===== src/rtl/apb_reg_bank_param.sv =====
// apb_reg_bank_param
//   APB slave register bank: read-only ID, sticky W1C STATUS with masked
//   interrupt, IRQ_MASK, SYSTEM, NUM_CFG config registers and an external
//   memory window serviced by a small request/ack FSM with timeout.
// Ports
//   pclk, reset          clock, asynchronous active-high reset
//   psel..pslverr        APB slave port (word addressed)
//   status_set_i, irq_o  sticky status event inputs, registered interrupt
//   data_system_o        SYSTEM register, clr_sys_reg clears it
//   cfg_data_o           flattened config words, cfg_update_o write strobes
//   mem_*                memory window request/ack interface
module apb_reg_bank_param #(
  parameter int unsigned ADDRESS_BUS_WIDTH = 16,
  parameter int unsigned DATA_BUS_WIDTH    = 32,
  parameter int unsigned NUM_CFG           = 8,
  parameter logic [NUM_CFG*DATA_BUS_WIDTH-1:0] CFG_RESET = {NUM_CFG{32'h00C08240}},
  parameter int unsigned STATUS_WIDTH      = 8,
  parameter logic [DATA_BUS_WIDTH-1:0] ID_VALUE = 32'hEA000100,
  parameter int unsigned MEM_DEPTH         = 1024,
  parameter int unsigned TIMEOUT_CYCLES    = 16
) (
  input  logic                                pclk,
  input  logic                                reset,
  input  logic                                psel,
  input  logic                                penable,
  input  logic                                pwrite,
  input  logic [ADDRESS_BUS_WIDTH-1:0]        paddr,
  input  logic [DATA_BUS_WIDTH-1:0]           pwdata,
  output logic [DATA_BUS_WIDTH-1:0]           prdata,
  output logic                                pready,
  output logic                                pslverr,
  input  logic [STATUS_WIDTH-1:0]             status_set_i,
  output logic                                irq_o,
  output logic [DATA_BUS_WIDTH-1:0]           data_system_o,
  input  logic                                clr_sys_reg,
  output logic [NUM_CFG*DATA_BUS_WIDTH-1:0]   cfg_data_o,
  output logic [NUM_CFG-1:0]                  cfg_update_o,
  output logic                                mem_req_o,
  output logic                                mem_we_o,
  output logic [ADDRESS_BUS_WIDTH-1:0]        mem_addr_o,
  output logic [DATA_BUS_WIDTH-1:0]           mem_wdata_o,
  input  logic [DATA_BUS_WIDTH-1:0]           mem_rdata_i,
  input  logic                                mem_ack_i
);

  localparam int unsigned DW       = DATA_BUS_WIDTH;
  localparam int unsigned AW       = ADDRESS_BUS_WIDTH;
  localparam int unsigned CFG_BASE = 4;
  localparam int unsigned MEM_BASE = CFG_BASE + NUM_CFG;
  localparam int unsigned MEM_END  = MEM_BASE + MEM_DEPTH;
  localparam int unsigned CW       = $clog2(TIMEOUT_CYCLES + 1);
  localparam logic [AW-1:0] MEM_BASE_A = AW'(MEM_BASE);

  typedef enum logic [1:0] {S_IDLE, S_REQ, S_DONE} mem_state_e;

  mem_state_e                 state_q;
  logic [CW-1:0]              cnt_q;
  logic [DW-1:0]              mem_rdata_q;
  logic                       mem_err_q;

  logic [STATUS_WIDTH-1:0]    status_q, status_d;
  logic [STATUS_WIDTH-1:0]    mask_q, mask_d;
  logic                       irq_q;
  logic [DW-1:0]              sys_q, sys_d;
  logic [NUM_CFG*DW-1:0]      cfg_q, cfg_d;
  logic [NUM_CFG-1:0]         upd_q, upd_d;

  logic [31:0]                addr_w;
  logic                       access;
  logic                       is_id, is_stat, is_mask, is_sys, is_mem, is_unmapped;
  logic                       reg_err, reg_acc, reg_wr;
  logic [DW-1:0]              reg_rdata;

  // Address decode
  always_comb begin
    addr_w      = 32'(paddr);
    access      = psel & penable;
    is_id       = (addr_w == 32'd0);
    is_stat     = (addr_w == 32'd1);
    is_mask     = (addr_w == 32'd2);
    is_sys      = (addr_w == 32'd3);
    is_mem      = (addr_w >= MEM_BASE) && (addr_w < MEM_END);
    is_unmapped = (addr_w >= MEM_END);
    reg_err     = is_unmapped | (is_id & pwrite);
    reg_acc     = access & ~is_mem;
    reg_wr      = reg_acc & pwrite & ~reg_err;
  end

  // Register read mux
  always_comb begin
    reg_rdata = '0;
    if (is_id)        reg_rdata = ID_VALUE;
    else if (is_stat) reg_rdata = DW'(status_q);
    else if (is_mask) reg_rdata = DW'(mask_q);
    else if (is_sys)  reg_rdata = sys_q;
    for (int unsigned i = 0; i < NUM_CFG; i++) begin
      if (addr_w == 32'(CFG_BASE + i)) reg_rdata = cfg_q[i*DW +: DW];
    end
  end

  // APB response: registers answer in the first access cycle, memory in DONE
  always_comb begin
    prdata  = '0;
    pready  = 1'b0;
    pslverr = 1'b0;
    if (reg_acc) begin
      pready  = 1'b1;
      pslverr = reg_err;
      if (!pwrite && !reg_err) prdata = reg_rdata;
    end else if (access && state_q == S_DONE) begin
      pready  = 1'b1;
      pslverr = mem_err_q;
      prdata  = mem_err_q ? '0 : mem_rdata_q;
    end
  end

  // Register next-state
  always_comb begin
    // Clear first, then OR in events so a same-cycle set survives the W1C.
    status_d = status_q;
    if (reg_wr && is_stat) status_d = status_d & ~pwdata[STATUS_WIDTH-1:0];
    status_d = status_d | status_set_i;

    mask_d = mask_q;
    if (reg_wr && is_mask) mask_d = pwdata[STATUS_WIDTH-1:0];

    sys_d = sys_q;
    if (clr_sys_reg)          sys_d = '0;
    else if (reg_wr && is_sys) sys_d = pwdata;

    cfg_d = cfg_q;
    upd_d = '0;
    for (int unsigned i = 0; i < NUM_CFG; i++) begin
      if (reg_wr && addr_w == 32'(CFG_BASE + i)) begin
        cfg_d[i*DW +: DW] = pwdata;
        upd_d[i]          = 1'b1;
      end
    end
  end

  always_ff @(posedge pclk or posedge reset) begin
    if (reset) begin
      status_q <= '0;
      mask_q   <= '0;
      irq_q    <= 1'b0;
      sys_q    <= '0;
      cfg_q    <= CFG_RESET;
      upd_q    <= '0;
    end else begin
      status_q <= status_d;
      mask_q   <= mask_d;
      irq_q    <= |(status_q & mask_q);
      sys_q    <= sys_d;
      cfg_q    <= cfg_d;
      upd_q    <= upd_d;
    end
  end

  // Memory window FSM
  always_ff @(posedge pclk or posedge reset) begin
    if (reset) begin
      state_q     <= S_IDLE;
      cnt_q       <= '0;
      mem_req_o   <= 1'b0;
      mem_we_o    <= 1'b0;
      mem_addr_o  <= '0;
      mem_wdata_o <= '0;
      mem_rdata_q <= '0;
      mem_err_q   <= 1'b0;
    end else begin
      case (state_q)
        S_IDLE: begin
          cnt_q <= '0;
          if (access && is_mem) begin
            state_q     <= S_REQ;
            mem_req_o   <= 1'b1;
            mem_we_o    <= pwrite;
            mem_addr_o  <= paddr - MEM_BASE_A;
            mem_wdata_o <= pwdata;
            mem_rdata_q <= '0;
            mem_err_q   <= 1'b0;
          end
        end
        S_REQ: begin
          // cnt_q counts completed REQ cycles, so the last allowed one is TIMEOUT_CYCLES-1.
          if (mem_ack_i) begin
            state_q     <= S_DONE;
            mem_req_o   <= 1'b0;
            mem_rdata_q <= mem_we_o ? '0 : mem_rdata_i;
          end else if (cnt_q == CW'(TIMEOUT_CYCLES - 1)) begin
            state_q   <= S_DONE;
            mem_req_o <= 1'b0;
            mem_err_q <= 1'b1;
          end else begin
            cnt_q <= cnt_q + CW'(1);
          end
        end
        S_DONE: begin
          state_q <= S_IDLE;
          cnt_q   <= '0;
        end
        default: state_q <= S_IDLE;
      endcase
    end
  end

  assign irq_o         = irq_q;
  assign data_system_o = sys_q;
  assign cfg_data_o    = cfg_q;
  assign cfg_update_o  = upd_q;

endmodule


===== config.mk =====
export PLATFORM = sky130hd
export DESIGN_NAME = apb_reg_bank_param
export DESIGN_NICKNAME = d
export VERILOG_FILES = /design/src/rtl/apb_reg_bank_param.sv
export SDC_FILE = /design/constraint.sdc
export NUM_CORES = 1
export LEC_CHECK = 0
export CAP_MARGIN = 10
export CELL_PAD_IN_SITES_DETAIL_PLACEMENT = 1
export CELL_PAD_IN_SITES_GLOBAL_PLACEMENT = 1
export CORE_UTILIZATION = 43
export CTS_BUF_LIST = sky130_fd_sc_hd__clkbuf_4 sky130_fd_sc_hd__clkbuf_8
export CTS_CLUSTER_SIZE = 24
export DETAILED_ROUTE_END_ITERATION = 10
export PLACE_DENSITY_LB_ADDON = 0.1
export SLEW_MARGIN = 10
export SYNTH_ARGS = -nofsm -noshare
export SYNTH_HDL_FRONTEND = slang
export SYNTH_SLANG_ARGS = --single-unit

===== constraint.sdc =====
create_clock -name pclk -period 42 [get_ports pclk]
set_input_delay 8.4 -clock pclk [delete_from_list [all_inputs] [get_ports pclk]]
set_output_delay 8.4 -clock pclk [all_outputs]
set_load 0.1 [all_outputs]

# Word level (Yosys, flattened, before mapping)
# Cells that the tools add are included.
[word_totals] regBits=403 inputBits=95 output_inout_bits=381
[op_classes] add_sub_neg=2 n_lt_le_gt_ge=3 eq_ne=20 n_mux=50 n_bitwise=12 reduce_logical=30
[op_table] cell="32-bit 2-to-1 mux" n=21
[op_table] cell="16-bit by 3-bit equality test with 1-bit output (second input constant)" n=4
[op_table] cell="16-bit by 4-bit equality test with 1-bit output (second input constant)" n=4
[op_table] cell="32-bit case mux with 2 select lines" n=1
[op_table] cell="16-bit by 2-bit equality test with 1-bit output (second input constant)" n=2
[op_table] cell="1-bit 2-to-1 mux" n=18
[op_table] cell="8-bit bitwise AND" n=2
[op_table] cell="16-bit by 1-bit equality test with 1-bit output (second input constant)" n=1
[op_table] cell="16-bit by 11-bit >= comparator with 1-bit output (second input constant)" n=1
[op_table] cell="16-bit by 4-bit >= comparator with 1-bit output (second input constant)" n=1
[op_table] cell="16-bit logical NOT" n=1
[op_table] cell="16-bit by 11-bit < comparator with 1-bit output (second input constant)" n=1
[op_table] cell="16-bit by 4-bit subtractor with 16-bit output (second input constant)" n=1
[op_table] cell="1-bit logical AND" n=15
[op_table] cell="5-bit 2-to-1 mux" n=2
[op_table] cell="2-bit != test (second input constant)" n=5
[op_table] cell="5-bit case mux with 2 select lines" n=1
[op_table] cell="3-bit AND reduction" n=3
[op_table] cell="8-bit 2-to-1 mux" n=1
[op_table] cell="8-bit NOT" n=1
[op_table] cell="8-bit bitwise OR" n=1
[op_table] cell="8-bit OR reduction" n=1
[op_table] cell="2-bit 2-to-1 mux" n=3
[op_table] cell="2-bit nonzero test" n=3
[op_table] cell="15 further kinds" n=23

# Longest topological paths before layout
# Gate-level depths: netlist of run 1.
[depth] depth_word=15 ltp_mapped=10 depth_no_buf=8

# Worst setup path after synthesis of run 1
# Ideal clock, no wire load.
[synth_timing] path_kind="input-to-output" from="input paddr[7]" to="output prdata[16]" t_arrival_ns=12.600 path_slack_ns=21.000 path_stages=7 n_path_buf=2 path_cell_list="or4_1 > buf_2 > nor4_1 > a21boi_0 > buf_2 > a21oi_1 > o21ai_0"
[synth_via] elab_chain_len=15 word_cells_on_any_way=36
[synth_rtl] element="start, declared" line_no="27" source="input logic [ADDRESS_BUS_WIDTH-1:0] paddr,"
[synth_rtl] element="16-bit by 2-bit equality test with 1-bit output" line_no="81" source="is_sys = (addr_w == 32'd3);"
[synth_rtl] element="32-bit 2-to-1 mux" line_no="95" source="else if (is_sys) reg_rdata = sys_q;"
[synth_rtl] element="32-bit 2-to-1 mux" line_no="94" source="else if (is_mask) reg_rdata = DW'(mask_q);"
[synth_rtl] element="32-bit 2-to-1 mux" line_no="93" source="else if (is_stat) reg_rdata = DW'(status_q);"
[synth_rtl] element="32-bit 2-to-1 mux" line_no="92" source="if (is_id) reg_rdata = ID_VALUE;"
[synth_rtl] element="32-bit 2-to-1 mux (8 in series)" line_no="97" source="if (addr_w == 32'(CFG_BASE + i)) reg_rdata = cfg_q[i*DW +: DW];"
[synth_rtl] element="32-bit 2-to-1 mux" line_no="109" source="if (!pwrite && !reg_err) prdata = reg_rdata;"
[synth_rtl] element="32-bit 2-to-1 mux *" line_no="106" source="if (reg_acc) begin"
[synth_rtl] element="end, declared" line_no="29" source="output logic [DATA_BUS_WIDTH-1:0] prdata,"
# Mark *: on every way between the ends. The rest lies on a longest branch, timed or not.

# Worst setup path after layout of run 1
[layout_timing] from="input paddr[7]" to="output prdata[25]"
# The elaborated chain is that of the path after synthesis.

==> results of run 1 <==
power groups by stage:
stage	logic [uW]	registers [uW]	clock network [uW]
6_report	88.7	403	409
5_1_grt	93.5	404	432
4_1_cts	88.9	403	415
3_5_place_dp	88.4	410	0
3_3_place_gp	87.1	410	0
2_1_floorplan	28.0	438	0
logic make-up after synthesis:
group | after synthesis | share of synthesized area [%]
AOI/OAI and AO/OA | 369 | 13.12
xor gates and xnor gates | 11 | 0.5156
adders and majority gates | 7 | 0.4553
buffers and inverters | 155 | 3.669
DFF | 403 | 54.23
muxes | 280 | 16.87
and+or+nand+nor | 462 | 11.15
registers in the layout, summed over array words and instances (netlist names), 5 cells and up:
register       flops
cfg_data_o       256
cfg_update_o       8
cnt_q              5
data_system_o     32
mask_q             8
mem_addr_o        16
mem_rdata_q       32
mem_wdata_o       32
status_q           8
worst max-delay path by stage:
| stage | slack (ns) | end | start |
|---|---|---|---|
| finish | 20.72 | prdata[25] | paddr[7] |
| detailed placement | 20.81 | prdata[25] | paddr[7] |
| global route | 20.53 | prdata[25] | paddr[7] |
| global placement | 20.96 | prdata[25] | paddr[6] |
| CTS | 20.73 | prdata[25] | paddr[7] |
| floorplan | 21.00 | prdata[16] | paddr[7] |
cell type report:
class | instances | area (um^2) | share of cell area, %
tap | 585 | 732.0 | 2.862
timing repair buffer | 515 | 5055 | 19.76
antenna | 2 | 5.005 | 0.01957
clock inverter | 9 | 101.3 | 0.3963
clock buffer | 122 | 1498 | 5.856
multi-input combinational | 1129 | 7986 | 31.23
sequential | 403 | 10130 | 39.63
inverter | 15 | 63.81 | 0.2495
through the flow:
stage	cells	area (um^2)	worst slack, ns	total power (uW)	hold WS [ns]
global placement	2647	23970	20.96	496.6	0.4575
finish	2780	25580	20.72	901.1	0.4780
floorplan	1687	18690	21.00	465.6	0.4659
global route	2780	25580	20.53	929.5	0.5007
detailed placement	2647	23970	20.81	498.2	0.4691
CTS	2778	25570	20.73	906.8	0.4840
tightest hold or removal path, delay by kind of cell, from the launching register on:
kind	cells	cell delay [ns]
AND/OR/NAND/NOR	2	0.11
flip-flops	1	0.34
placed cells by master (no fill, tap or decap), types with 6 or more instances in the layout:
cell type        Yosys  final
dfstp_2             40     40
o21ai_1              7      7
nor3_4               1      6
a31oi_1              8      8
mux2_2             264    264
a21oi_1             68     67
o221ai_1            26     26
nor4_2               2      6
xnor2_1              8      8
a22oi_1             26     26
clkbuf_8             0     93
dfrtp_1            363    363
buf_4               13     40
o2bb2ai_1            7      7
nor2b_1             13     13
nand4_1             11     11
nor3_1               9      8
o22ai_1             34     34
a21o_1               8      8
o21ai_0             85     85
a211oi_1            24     24
nor2_1              83     79
nand2b_1             8      6
clkbuf_4             0     29
mux2i_1             10     10
a22o_1              36     36
clkdlybuf4s50_1      0    472
inv_1               13     12
and2_1              17     17
nand2_1            275    275
ha_1                 6      6
metal layers:
layer / up-vias / share of wire (%) / wire length [um] / GRT usage [%]
met5: - / 0.026 / 21 / 0
met4: 4 / 4.1 / 3238 / 16.09
met3: 179 / 8.5 / 6783 / 9.327
met2: 797 / 46 / 37120 / 56.83
met1: 8571 / 41 / 32750 / 47.66
li1: 6940 / - / - / -
==> reports/metrics.cfg, run 1 <==
[clock_tree]
cts_resized = 0
clockRootBuffer = clkbuf_8
clock_path_buffers = 3
insertion_delay_ns = 0.62
htree_levels = 3
cts_tree = done
post-cts-setup-buffers = 0
cts_made_buffers = 72
cts.clk_slew.worst_paths_ns = 0.06
cts.sinks = 403
hold_buffers = 0

[power]
power_density_mw_per_mm2 = 35.23
p_sw_uw = 242.8
p_leak_uw = 0.01124
clkPwrFrac_pct = 45.4
p_comb_share_pct = 9.8
peakVddDrop_mv = 0.03612
power_frac_seq_pct = 44.8
switching_share_pct = 26.95
p_int_uw = 658.3

[synthesis]
syn-cell-area_mm2 = 0.01869
synth_cells = 1687
syn-num-nets = 1788
synth_edf_count = 0
yosysWarningCount = 0
ys_types = 69
synth-seq-cells = 403
synth_common_cells = 363 x dfrtp_1, 275 x nand2_1, 264 x mux2_2
yosys-top-cells-area = dfrtp_1 49%, mux2_2 16%, dfstp_2 5.6%, nand2_1 5.5%, o21ai_0 2.3%
ys_seq_area_share_pct = 54.23
yosysMostFrequentCell = dfrtp_1
syn_avg_cell_area_um2 = 11.08
synthArstFlopShare_pct = 100.0
synth_top_area_share_pct = 48.61
yosys_most_used_dff = dfrtp_1
yosys.area.top_type = dfrtp_1

[global_route]
grt_overflow = 0
grt_first_pass_wirelength_um = 119000
grt_use_total_pct = 36.34
grt_max_degree = 159
antenna_found_initial = 5
grt_pass1_vias = 17700

[sta]
hold_viol_final = 0
period_needed_ns = 21.28
finalSetupTns_ns = 0
worst_pin_slew_ns = 1.295
fin_crit_sh_pct = 50.68
max_freq_mhz = 46.98
setup_viol = 0
fin_skew_ns = 0.02180
finalMaxSlewViolations = 0
rsz0062_at_grt = no
slew_headroom_pct = 13.01

[hold_path]
hold-path-cell-count = 2
whs_endpoint = mem_wdata_o[27]
hold_path.class = reg -> reg
hold_start = mem_wdata_o[27]

[critical_path]
slowest_delay_ns = 1.02
endpoint_kind = output pin
critical_path_required_ns = 33.60
r2r_cells = 4
path_cells = clkdlybuf4s50_1, or4_1, nor4_1, buf_4, a21boi_2, a221oi_1, a2111oi_0, o21ai_0, clkdlybuf4s50_1
r2r_end = mem_addr_o[11]
path_buf_inv = 3
critical_path_class = in -> out
crit_arrival_ns = 12.88
crit_slowest_cell = clkdlybuf4s50_1
cp_num_cells = 9
crit_top_cell = clkdlybuf4s50_1
worstSetupStartpointType = input pin
reg2reg_from = state_q[0]
r2r_slack_ns = 39.58
cp_max_fo = 14
critPathTopFamily = buffers and inverters

[outcome]
status = complete, no violations

[die]
dieArea_mm2 = 0.04430
die_h_um = 210.5
core_mm2 = 0.04298
initial_core_util_pct = 43.48
rows = 76
die_x_um = 210.5
pin_count = 476

[finish]
nFillCells = 4530
final_nets = 2237
drive_gt1_share_pct = 23.26
post-route-util_pct = 59.50
syn_to_final_growth_pct = 36.86

[drt]
drc_errors = 0
ant_nets = 0
wl_per_cell_um = 28.74
drt_iter0_markers = 1392
dr_total_vias = 16490
wl_um = 79910
vias_per_cell = 5.932
drtPass1Iterations = 4

[job]
drv_cap = 0

[placement]
place_congestion = 0.8962
post-dp-hpwl_um = 54000
portBuffers = 475

Power figures use the tool's default switching activity.
==> run 2: changes to the inputs <==
--- a/config.mk
+++ b/config.mk
@@ -8,7 +8,7 @@
 export CAP_MARGIN = 10
 export CELL_PAD_IN_SITES_DETAIL_PLACEMENT = 1
 export CELL_PAD_IN_SITES_GLOBAL_PLACEMENT = 1
-export CORE_UTILIZATION = 43
+export CORE_UTILIZATION = 39
 export CTS_BUF_LIST = sky130_fd_sc_hd__clkbuf_4 sky130_fd_sc_hd__clkbuf_8
 export CTS_CLUSTER_SIZE = 24
 export DETAILED_ROUTE_END_ITERATION = 10
==> constraint.sdc (replaced) <==
create_clock -name pclk -period 19.7 [get_ports pclk]
set_input_delay 3.94 -clock pclk [delete_from_list [all_inputs] [get_ports pclk]]
set_output_delay 3.94 -clock pclk [all_outputs]
set_load 0.1 [all_outputs]
==> run 2 against run 1 <==
Compared with the run above: the run now ends with DRC left; register-to-register slack got worse by 22 ns; sequential share of layout area fell by 0.056 points; global-route usage fell by 3.2 points; utilization fell by 5.0 points; first-iteration DRC count fell by 7.5%; routed wire length rose by 1.3%; die area rose by 10%; largest power group is now sequential cells.
==> reports/metrics.cfg, run 2 (synthesis results as in run 1) <==
[outcome]
status = finished with violations
violations = DRC

[critical_path]
crit_arrival_ns = 8.53
r2r_cells = 7
worstSetupStartpointType = input pin
cp_max_fo = 24
endpoint_kind = output pin
r2r_slack_ns = 17.42
reg2reg_from = cnt_q[0]
critical_path_required_ns = 15.76
critical_path_class = in -> out
startpoint = paddr[2]
r2r_end = cnt_q[3]

[global_route]
grt_max_degree = 168
grt_use_total_pct = 33.17
grt_first_pass_wirelength_um = 120100
grt_overflow = 0
grt_pass1_vias = 17380
antenna_found_initial = 4

[sta]
finalMaxSlewViolations = 0
fin_crit_sh_pct = 63.30
period_needed_ns = 12.47
rsz0062_at_grt = no
worst_pin_slew_ns = 1.142
hold_viol_final = 0
holdWs_ns = 0.4696
slew_headroom_pct = 23.65
finalSetupTns_ns = 0
fin_skew_ns = 0.02073
max_freq_mhz = 80.20
setup_slack_ns = 7.230
setup_viol = 0

[placement]
portBuffers = 475
placed_cells = 2670
post-dp-hpwl_um = 54930
place_ws_ns = 7.261
place_congestion = 0.8434

[die]
die_h_um = 220.9
pin_count = 476
die_x_um = 220.9
core_mm2 = 0.04695
rows = 79
initial_core_util_pct = 39.80
dieArea_mm2 = 0.04880

[power]
power_frac_seq_pct = 45.1
switching_share_pct = 27.21
p_sw_uw = 519.3
peakVddDrop_mv = 0.05383
p_int_uw = 1389
p_comb_share_pct = 9.9
power_density_mw_per_mm2 = 74.50
clkPwrFrac_pct = 45.0
p_leak_uw = 0.01124

[drt]
wl_um = 80930
drc_errors = 25
drtPass1Iterations = 8
vias_per_cell = 5.825
drt_iter0_markers = 1288
ant_nets = 0
wl_per_cell_um = 28.86
dr_total_vias = 16330

[finish]
fin_cells = 2804
nFillCells = 4999
syn_to_final_growth_pct = 37.05
drive_gt1_share_pct = 23.33
most-common-layout-cells = 472 x clkdlybuf4s50_1, 363 x dfrtp_1, 275 x nand2_1
final_common_cell = clkdlybuf4s50_1
largest_register_ffs = 256
final_nets = 2240
post-route-util_pct = 54.55

[clock_tree]
cts.clk_slew.worst_paths_ns = 0.05
post-cts-setup-buffers = 0
cts_resized = 0
cts_tree = done
clock_path_buffers = 3
hold_buffers = 0
insertion_delay_ns = 0.67
cts_made_buffers = 74
cts.sinks = 403
clockRootBuffer = clkbuf_8
htree_levels = 3

[hold_path]
hold_start = mem_wdata_o[3]
whs_endpoint = mem_wdata_o[3]
hold-path-cell-count = 2
hold_path.class = reg -> reg

[job]
drv_cap = 0

==> run 2: layout make-up <==
cell class                      count  area (um^2)  share of cell area [%]
Clock inverter                      9        62.56                  0.2443
Sequential cell                   403        10130                   39.57
Tap cell                          607        759.5                   2.965
Multi-Input combinational cell   1129         7994                   31.21
Clock buffer                      123         1530                   5.975
Inverter                           15        63.81                  0.2491
Timing Repair Buffer              516         5062                   19.77
Antenna cell                        2        5.005                 0.01954
==> run 2: worst max-delay path by stage <==
stage	endpoint	slack [ns]
after floorplan	cfg_data_o[0]	4.62
after global placement	prdata[22]	7.36
after detailed placement	prdata[22]	7.26
after CTS	prdata[22]	7.26
after global routing	prdata[11]	6.99
final	prdata[22]	7.23
==> run 2: through the flow <==
| step | cell area (um^2) | power (uW) |
|---|---|---|
| 3_5_place_dp | 24010 | 1063 |
| 5_1_grt | 25610 | 1970 |
| 3_3_place_gp | 24010 | 1060 |
| 2_1_floorplan | 18690 | 992.6 |
| 6_report | 25610 | 1908 |
| 4_1_cts | 25600 | 1925 |
==> run 2: routing by layer <==
layer  GRT usage (%)  vias up  wire (um)
li1                -     6947          -
met1           43.33     8550      34250
met2           51.99      673      37250
met3           8.976      162       6170
met4           13.87        2       3236
met5               0        -         17
==> run 2: worst max-delay path: stages <==
cell	delay, ns
clkdlybuf4s50_1	0.64
inv_1	0.13
ha_1	0.28
nor2b_1	0.17
and4_1	0.22
buf_4	0.26
nand2_1	0.49
buf_4	0.41
o22ai_1	0.13
or3_1	0.37
o21ai_0	0.26
clkdlybuf4s50_1	1.19
==> run 2: power groups by stage <==
stage,clock [uW],sequential (uW),combinational (uW)
detailed placement,0,874,189
floorplan,0,933,59.7
CTS,875,860,190
global placement,0,874,186
global route,909,862,199
finish,859,860,189
